**src/rtl/bp_update_ctrl.sv**
```systemverilog
// bp_update_ctrl: update sequencer for the branch predictor (BHT + BTB).
// Buffers resolved branches in a small FIFO and drains them into the
// predictor's single write port, sweeps both tables clear after reset and
// raises a one-cycle pipeline flush after every accepted misprediction.
// Optional feature macro: BP_UPDATE_STATS_EN (branch/misprediction counters).
module bp_update_ctrl #(
  parameter int IDX_W = 3,
  parameter int DEPTH = 4
) (
  input  logic             clk,
  input  logic             rst,
  input  logic             res_valid,
  output logic             res_ready,
  input  logic [15:0]      res_pc,
  input  logic             res_taken,
  input  logic [15:0]      res_target,
  input  logic             res_mispredicted,
  output logic             upd_en,
  input  logic             upd_ready,
  output logic [IDX_W-1:0] upd_idx,
  output logic             upd_taken,
  output logic [15:0]      upd_target,
  output logic             clr_en,
  output logic [IDX_W-1:0] clr_idx,
  output logic             busy,
  output logic             flush,
  output logic [15:0]      br_cnt,
  output logic [15:0]      mis_cnt
);

  localparam int PTR_W = (DEPTH > 1) ? $clog2(DEPTH) : 1;
  localparam int ENT_W = IDX_W + 1 + 16;
  localparam logic [PTR_W:0] FULL_CNT = (PTR_W + 1)'(DEPTH);

  typedef enum logic {
    CLEAR = 1'b0,
    RUN   = 1'b1
  } state_t;

  state_t           state_q, state_d;
  logic [IDX_W-1:0] clr_idx_q, clr_idx_d;

  logic [ENT_W-1:0] mem_q [DEPTH];
  logic [PTR_W-1:0] wr_ptr_q, wr_ptr_d;
  logic [PTR_W-1:0] rd_ptr_q, rd_ptr_d;
  logic [PTR_W:0]   count_q, count_d;
  logic             flush_q, flush_d;

  logic full, empty, enq, deq;
  logic [ENT_W-1:0] head;

  // PC bits outside the table index are intentionally not stored.
  logic unused_pc_bits;
  assign unused_pc_bits = ^{res_pc[15:IDX_W+1], res_pc[0]};

  // State register for the clear sweep / run sequencer.
  always_ff @(posedge clk) begin
    if (rst) begin
      state_q   <= CLEAR;
      clr_idx_q <= '0;
    end else begin
      state_q   <= state_d;
      clr_idx_q <= clr_idx_d;
    end
  end

  // Next state: step the sweep one index per cycle, leave after the last one.
  always_comb begin
    state_d   = state_q;
    clr_idx_d = clr_idx_q;
    busy      = 1'b0;
    clr_en    = 1'b0;
    case (state_q)
      CLEAR: begin
        busy      = 1'b1;
        clr_en    = 1'b1;
        clr_idx_d = clr_idx_q + 1'b1;
        if (clr_idx_q == {IDX_W{1'b1}}) begin
          state_d = RUN;
        end
      end
      RUN: begin
        busy   = 1'b0;
        clr_en = 1'b0;
      end
      default: begin
        state_d   = CLEAR;
        clr_idx_d = '0;
      end
    endcase
  end

  assign clr_idx = clr_idx_q;

  // FIFO status and handshakes; a full FIFO never bypasses on a dequeue.
  assign full      = (count_q == FULL_CNT);
  assign empty     = (count_q == '0);
  assign res_ready = (state_q == RUN) && !full;
  assign upd_en    = (state_q == RUN) && !empty;
  assign enq       = res_valid && res_ready;
  assign deq       = upd_en && upd_ready;

  // Pointer, occupancy and flush next-state logic.
  always_comb begin
    wr_ptr_d = wr_ptr_q;
    rd_ptr_d = rd_ptr_q;
    count_d  = count_q;
    flush_d  = enq && res_mispredicted;
    if (enq) begin
      wr_ptr_d = wr_ptr_q + 1'b1;
    end
    if (deq) begin
      rd_ptr_d = rd_ptr_q + 1'b1;
    end
    case ({enq, deq})
      2'b10:   count_d = count_q + 1'b1;
      2'b01:   count_d = count_q - 1'b1;
      default: count_d = count_q;
    endcase
  end

  // FIFO control registers and the registered flush pulse.
  always_ff @(posedge clk) begin
    if (rst) begin
      wr_ptr_q <= '0;
      rd_ptr_q <= '0;
      count_q  <= '0;
      flush_q  <= 1'b0;
    end else begin
      wr_ptr_q <= wr_ptr_d;
      rd_ptr_q <= rd_ptr_d;
      count_q  <= count_d;
      flush_q  <= flush_d;
    end
  end

  // Entry storage: index, outcome and target of each accepted branch.
  always_ff @(posedge clk) begin
    if (enq) begin
      mem_q[wr_ptr_q] <= {res_pc[IDX_W:1], res_taken, res_target};
    end
  end

  // The head entry is presented directly so a fresh entry is visible next cycle.
  assign head       = mem_q[rd_ptr_q];
  assign upd_idx    = head[ENT_W-1 -: IDX_W];
  assign upd_taken  = head[16];
  assign upd_target = head[15:0];
  assign flush      = flush_q;

`ifdef BP_UPDATE_STATS_EN
  logic [15:0] br_cnt_q, br_cnt_d;
  logic [15:0] mis_cnt_q, mis_cnt_d;

  // Saturating counters of accepted branches and accepted mispredictions.
  always_comb begin
    br_cnt_d  = br_cnt_q;
    mis_cnt_d = mis_cnt_q;
    if (enq && (br_cnt_q != 16'hFFFF)) begin
      br_cnt_d = br_cnt_q + 16'd1;
    end
    if (enq && res_mispredicted && (mis_cnt_q != 16'hFFFF)) begin
      mis_cnt_d = mis_cnt_q + 16'd1;
    end
  end

  // Counter registers, cleared by reset.
  always_ff @(posedge clk) begin
    if (rst) begin
      br_cnt_q  <= '0;
      mis_cnt_q <= '0;
    end else begin
      br_cnt_q  <= br_cnt_d;
      mis_cnt_q <= mis_cnt_d;
    end
  end

  assign br_cnt  = br_cnt_q;
  assign mis_cnt = mis_cnt_q;
`else
  assign br_cnt  = 16'd0;
  assign mis_cnt = 16'd0;
`endif

endmodule

```
**config.mk**
```make
export PLATFORM = sky130hd
export DESIGN_NAME = bp_update_ctrl
export DESIGN_NICKNAME = d
export VERILOG_FILES = /design/src/rtl/bp_update_ctrl.sv
export SDC_FILE = /design/constraint.sdc
export NUM_CORES = 1
export LEC_CHECK = 0
export ABC_AREA = 1
export CORE_MARGIN = 3
export CORE_UTILIZATION = 53
export DETAILED_ROUTE_END_ITERATION = 10
export DONT_BUFFER_PORTS = 1
export PLACE_DENSITY = 0.68
export REMOVE_ABC_BUFFERS = 1
export SYNTH_ARGS = -nofsm -noshare
export SYNTH_HDL_FRONTEND = slang
export SYNTH_SLANG_ARGS = --single-unit
```
**constraint.sdc**
```tcl
create_clock -name clk -period 2.1 [get_ports clk]
set_input_delay 0.525 -clock clk [delete_from_list [all_inputs] [get_ports clk]]
set_output_delay 0.525 -clock clk [all_outputs]
set_load 0.05 [all_outputs]
```
== Word level (Yosys, flattened, before mapping) ==
Memories as Yosys holds them, arrays and structs flattened. A register that Yosys moved wholly into a read port is not among the register bits.
Cells that the tools add are included.
Storage, ports and cells
  register bits after elaboration: 12
  latch bits: 0
  memory bits (writable): 80
  bits in read-only memories: 0
  logic and storage cells: 34
  memories: 1
Memories
  mem_q: words 4, width 20, rd ports 1, clocked after memory_dff 1, wr ports 1, line 43  | logic [ENT_W-1:0] mem_q [DEPTH];
Operators by class
  add/subtract/negate cells: 5
  $mul: 0
  divide/modulo/power cells: 0
  $lt $le $gt $ge: 0
  equality and inequality tests: 4
  shift-type cells: 0
  mux-type cells: 8
  bitwise gates (word level): 1
  reduce and logical (&&, ||, !) cells: 9
Operator list (count)
  adder 3 x 1 -> 3 bit, second input constant: 2
  == test 3 bit, second input constant: 2
  one-hot mux 3 bit (2 select lines): 1
  logical AND 1 bit: 5
  adder 2 x 1 -> 2 bit, second input constant: 2
  2-to-1 mux 1 bit: 4
  2-to-1 mux 2 bit: 2
  zero test 3 bit: 1
  subtractor 3 x 1 -> 3 bit, second input constant: 1
  == test 2 x 1 -> 1 bit, second input constant: 1
  == test 2 bit, second input constant: 1
  zero test 1 bit: 2
  one-hot mux 1 bit (2 select lines): 1
  nonzero test 2 bit: 1
  inverter 1 bit: 1

== Longest topological paths before layout ==
Gate-level depths: netlist (run 1).
  word-level depth: 6
  gate-level depth with buffers: 13
  mapped depth without buffers: 13

== Worst setup path before layout (run 1) ==
No wires, ideal clock.
  path kind: register to output
  from: register state_q
  to: output res_ready
  arrival: 1.628 ns
  data required time: 1.575 ns
  path slack: -0.053 ns
  cell stages (with the launch flop): 4
  buffers on the path: 1
  path through: dfxtp_1 > buf_2 > inv_1 > a21oi_1
On the way
  cells in the longest elaborated chain, start to end: 1
Ends and longest elaborated chain
  start: declaration: line 40  | state_t state_q, state_d;
  start signal: assignment: line 62  | state_q <= state_d;
  logical AND 1 bit: line 98  | assign res_ready = (state_q == RUN) && !full;
  end: declaration: line 13  | output logic res_ready,
Every way passes these cells.

==> metrics.md, run 1 <==
| Metric | Value |
|---|---|
| DRC errors left | 0 |
| Adder-Cell Fraction of Synth Area | 2.76% |
| WL final | 7.11 mm |
| Hold Buf Count CTS | 0 |
| Boundary pin count | 98 |
| Nets | 408 |
| H-tree depth | 3 |
| Share of layout cells above drive strength 1 | 19.1% |
| Area Growth Syn to Fin | 14.4% |
| WS Path Type | reg2out |
| Period utilisation layout | 95.6% |
| Post-Syn Instances | 325 |
| Distinct cell type count after synthesis | 23 |
| Hold WS | 0.239 ns |
| Avg WL per Cell | 15.3 µm |
| Final Core Density | 63.9% |
| Chip width | 91.8 µm |
| EDFF count, synth | 80 |
| Peak supply drop | 357 µV |
| Met3 Resource Use GR | 5.50% |
| Post-synthesis mux area share | 0% |
| Worst-path clk slew | 0.08 ns |
| Simple-gate share of the synthesized area | 8.37% |
| Finished Cell Area | 4460 µm² |
| Synth top area cells | edfxtp_1, dfxtp_1, buf_4 |
| Final setup violation count | 0 |
| Setup crit start kind | register |
| Synth warn | 0 |
| Mapped Area | 3900 µm² |
| Met1 Track Usage GR | 21.2% |
| Max-Cap Viols | 0 |
| Row count | 30 |
| Global-route wire length before repair | 11.2 mm |
| Starting Density | 55.9% |
| Slew margin rel. | 62.8% |
| Max Fclk | 498 MHz |
| Critical path required time | 1.57 ns |
| GR Layer Usage met2 | 29.1% |
| Std-Cell Core Area | 6980 µm² |
| Min Tclk post-route | 2.01 ns |
| Status | finished clean |
| Vias in the first global route | 2201 |
| Worst Hold Class | in2reg |
| Via density | 5.04 |
| Remaining antenna violation count | 0 |
| Via Count | 2335 |
| Die ar. | 8430 µm² |
| Hpwl dp | 4.74 mm |
| Gr usage total | 17.4% |
| Register area share after synthesis | 68.8% |
| Dominant cell type by area after synthesis | edfxtp_1 |
| Busiest layer in global routing | met2 |
| Final Skew | 0.0143 ns |
| CP arrival | 1.48 ns |
| TritonCTS Buffers | 9 |
| RSZ-0062 raised after global routing | yes |
| Final hold vios | 0 |
| Largest net degree at the start of global routing | 25 |
| Worst slew pin tran | 0.557 ns |
| Count leader, synth | edfxtp_1 |
| Initial antenna violation count | 0 |
| Fill count | 540 |
| CTS Buffer Depth | 2 |
| # Post-CTS Setup Buffers | 0 |
| GRT overflow | 0 |
| Skew-Pair Late Insertion Delay | 0.35 ns |
| Post-synthesis compound-gate area fraction | 9.49% |
| #FFs+latches synth | 94 |
| Asr flop ratio synth | 0% |
| Post-synthesis xor/xnor area fraction | 0.225% |
| Top FF cell, synth | edfxtp_1 |
| Final max-slew violation count | 0 |
| IO buf count | 0 |
| Placed Instance Area | 4220 µm² |
| CP Max Fanout | 24 |
| PD cells | 757 nW/µm² |
| Syn_area_per_cell | 12.0 µm² |
| Synth cell count leaders | edfxtp_1, nor2_1, o21ai_1, buf_4, inv_1 |
| Clock Sink Count | 94 |
| CTS tree | built |
| CP Capture Type | primary output |
| Largest family of logic cells by synthesized area | buffers and inverters |
| Clock root buffer | clkbuf_8 |
| Final TNS setup | 0 ns |
| Antenna Cells | 0 |
| GPL Wtd Cong | 0.717 |
| Top cell type's share of synthesized area | 61.6% |
| Drt first pass iters | 4 |
| Pleak | 0.00169 µW |
| Drt initial violations | 146 |
| Die height | 91.8 µm |
[what timing repair did]
action,CTS,global route
setup endpoints to repair,3,15
pin swaps,0,1
resized for setup,3,9
[metrics by stage]
stage,cells,worst slack (ns),total power [µW]
2_1_floorplan,310,-0.422,2250
3_3_place_gp,447,0.332,2270
3_5_place_dp,447,0.248,2270
4_1_cts,463,0.00322,3410
5_1_grt,463,-0.0111,3510
6_report,463,0.0921,3380
[cells in the final DEF, fill, tap and decap left out, types with 2 or more instances in the layout]
cell type,n
o22ai_2,5
buf_6,4
dfxtp_1,13
inv_1,22
buf_12,6
nor2_2,5
conb_1,32
o21ai_1,40
clkinvlp_4,2
a21oi_1,5
buf_4,31
edfxtp_1,80
o21ai_0,4
nand2_1,15
nand3_1,3
clkbuf_1,2
nor2_1,53
o22ai_1,15
nand4_1,3
ha_1,7
clkbuf_8,9
[critical path, cell delays in order (launching register included)]
cell and delay [ns]:
dfxtp_2 0.36, inv_4 0.11, buf_12 0.17, nor2_1 0.07, o22ai_2 0.25, buf_12 0.17
[cell type report]
cell class | count | area [µm²] | area share [%]
sequential | 94 | 2680 | 60.1
multi-input combinational | 191 | 975 | 21.8
timing repair buffer | 41 | 398 | 8.92
clock buffer | 11 | 131 | 2.94
tap | 96 | 120 | 2.69
inverter | 25 | 96.3 | 2.16
clock inverter | 5 | 58.8 | 1.32
[flip-flops by register name (all words and copies together), names as in the netlist, named ones only]
register and cells:
state_q 1, mem_q 80, wr_ptr_q 2, rd_ptr_q 2, flush 1, count_q 3
clr_idx 3
[logic make-up (layout without fill, tap and decap cells)]
kind of cell	Yosys count	count (layout)
adders and majority gates	8	8
buffers and inverters	71	82
and+or+nand+nor	81	81
DFF	94	94
other	1	32
xor gates and xnor gates	1	1
AOI/OAI and AO/OA	69	69
[layer usage]
| metal | wire length, µm | up-vias |
|---|---|---|
| li1 | - | 1140 |
| met1 | 2880 | 1119 |
| met2 | 3760 | 74 |
| met3 | 440 | 2 |
| met4 | 24 | 0 |
| met5 | 0 | - |
[power breakdown]
group | internal [µW] | switching [µW] | leakage (µW)
clock network | 554 | 597 | 0.0000899
logic | 18.1 | 169 | 0.000771
registers | 2030 | 11.0 | 0.000833
total | 2600 | 777 | 0.00169
[worst paths after layout]
check | start | end | slack, ns | cells past startpoint
setup / recovery | register | upd_idx[1] | 0.09 | 5
hold / removal | rst | clr_idx[0] | 0.24 | 1
setup reg to reg | count_q[2] | count_q[2] | 0.23 | 13
hold reg to reg | rd_ptr_q[0] | rd_ptr_q[0] | 0.48 | 2
Note: power is estimated with default switching activity, not from simulation.
==> run 2: changes to the inputs <==
--- a/config.mk
+++ b/config.mk
@@ -6,11 +6,13 @@
 export NUM_CORES = 1
 export LEC_CHECK = 0
 export ABC_AREA = 1
+export CELL_PAD_IN_SITES_DETAIL_PLACEMENT = 0
+export CELL_PAD_IN_SITES_GLOBAL_PLACEMENT = 2
 export CORE_MARGIN = 3
-export CORE_UTILIZATION = 53
+export CORE_UTILIZATION = 40
 export DETAILED_ROUTE_END_ITERATION = 10
 export DONT_BUFFER_PORTS = 1
-export PLACE_DENSITY = 0.68
+export PLACE_DENSITY_LB_ADDON = 0.1
 export REMOVE_ABC_BUFFERS = 1
 export SYNTH_ARGS = -nofsm -noshare
 export SYNTH_HDL_FRONTEND = slang
==> metrics.md, run 2 (synthesized netlist as in run 1, its figures left out) <==
| Metric | Value |
|---|---|
| Status | finished clean |
| CTS tree | built |
| CTS Buffer Depth | 2 |
| Clock Sink Count | 94 |
| Met1 Track Usage GR | 15.5% |
| Final max-slew violation count | 0 |
| GPL Wtd Cong | 0.683 |
| Clock root buffer | clkbuf_8 |
| Initial antenna violation count | 0 |
| Worst path top cell family by delay | buffers and inverters |
| Starting Density | 41.6% |
| Period utilisation layout | 93.0% |
| Via Count | 2248 |
| Hpwl dp | 4.61 mm |
| Std-Cell Core Area | 9370 µm² |
| Via density | 4.53 |
| Max Fclk | 512 MHz |
| Gr usage total | 13.5% |
| Remaining antenna violation count | 0 |
| Final hold vios | 0 |
| Antenna Cells | 0 |
| WL final | 7.19 mm |
| Busiest layer in global routing | met2 |
| H-tree depth | 3 |
| Final setup violation count | 0 |
| Placed Instance Area | 4270 µm² |
| Most common cell after layout, fill and taps aside | edfxtp_1 |
| Die height | 105 µm |
| Area Growth Syn to Fin | 15.1% |
| Hold Buf Count CTS | 0 |
| Worst Hold Class | in2reg |
| Max-Cap Viols | 0 |
| Peak supply drop | 311 µV |
| Chip width | 105 µm |
| Critical path required time | 1.57 ns |
| Skew-Pair Late Insertion Delay | 0.35 ns |
| CP Max Fanout | 30 |
| Die ar. | 11000 µm² |
| Setup crit start kind | register |
| Final worst slack | 0.147 ns |
| IO buf count | 0 |
| Post-place setup slack | 0.254 ns |
| WS Path Type | reg2out |
| Min Tclk post-route | 1.95 ns |
| Commonest non-fill, non-tap cells in the layout | edfxtp_1, nor2_1, o21ai_1 |
| Final TNS setup | 0 ns |
| Met3 Resource Use GR | 4.26% |
| Largest register FFs | 80 |
| Global-route wire length before repair | 11.3 mm |
| Largest net degree at the start of global routing | 31 |
| GRT overflow | 0 |
| DRC errors left | 0 |
| Avg WL per Cell | 14.5 µm |
| CP Capture Type | primary output |
| RSZ-0062 raised after global routing | no |
| Crit-path cells | buf_12 -> o21ai_1 -> o22ai_1 -> buf_4 |
| Critical Path Max Stage Delay | 0.39 ns |
| Share of layout cells above drive strength 1 | 18.0% |
| PD cells | 722 nW/µm² |
| Boundary pin count | 98 |
| Overall power | 3240 µW |
| Finished Cell Area | 4490 µm² |
| Worst-path clk slew | 0.08 ns |
| Slowest CP cell | dfxtp_2 |
| Nets | 408 |
| Pleak | 0.00167 µW |
| Worst path bufs/invs | 2 |
| CP arrival | 1.43 ns |
| Top reg by flops | mem_q |
| Vias in the first global route | 2178 |
| Final Skew | 0.00453 ns |
| GR Layer Usage met2 | 23.1% |
| Drt first pass iters | 5 |
| TritonCTS Buffers | 9 |
| Drt initial violations | 61 |
| Row count | 35 |
[run 2: changes by cell type in the layout (fill, tap and decap cells not counted), sizes merged]
cell,delta
clkinvlp,+1
inv,-1
bufinv,-1
clkbuf,-1
clkinv,+2
[run 2: what timing repair did]
item	4_1_cts	5_1_grt
gates resized for setup	7	1
pin swaps	0	0
setup buffers	2	0
endpoints found under the setup margin	17	11
[run 2: power by group]
part	switching [µW]	internal, µW
clock network	589	424
logic	178	20.1
registers	2.43	2030
[run 2: path summary, 6_finish.rpt]
path,cells after the start,end,slack (ns),startpoint
max reg2reg,13,count_q[2],0.25,count_q[2]
max,4,upd_target[12],0.15,register
min reg2reg,2,rd_ptr_q[0],0.48,rd_ptr_q[0]
min,1,clr_idx[0],0.23,rst
[run 2: per-stage QoR]
step / util (%) / hold WS, ns / std cells
2_1_floorplan: - / 0.443 / 310
3_3_place_gp: 45.6 / 0.456 / 478
3_5_place_dp: 45.6 / 0.471 / 478
4_1_cts: 47.9 / 0.207 / 496
5_1_grt: 47.9 / 0.210 / 496
6_report: 47.9 / 0.234 / 496
[run 2: area by class of cell]
| cell class | instances | area [µm²] |
|---|---|---|
| Clock buffer | 10 | 128 |
| Timing Repair Buffer | 41 | 420 |
| Tap cell | 129 | 161 |
| Inverter | 25 | 96.3 |
| Multi-Input combinational cell | 191 | 962 |
| Sequential cell | 94 | 2680 |
| Fill cell | 889 | 4880 |
| Clock inverter | 6 | 38.8 |
[run 2: metal layers]
| metal | share of wire [%] | vias up | routed length (µm) |
|---|---|---|---|
| met3 | 6.5 | 11 | 465 |
| met2 | 49 | 58 | 3500 |
| li1 | - | 1137 | - |
| met5 | 0 | - | 0 |
| met1 | 43 | 1042 | 3100 |
| met4 | 1.6 | 0 | 117 |
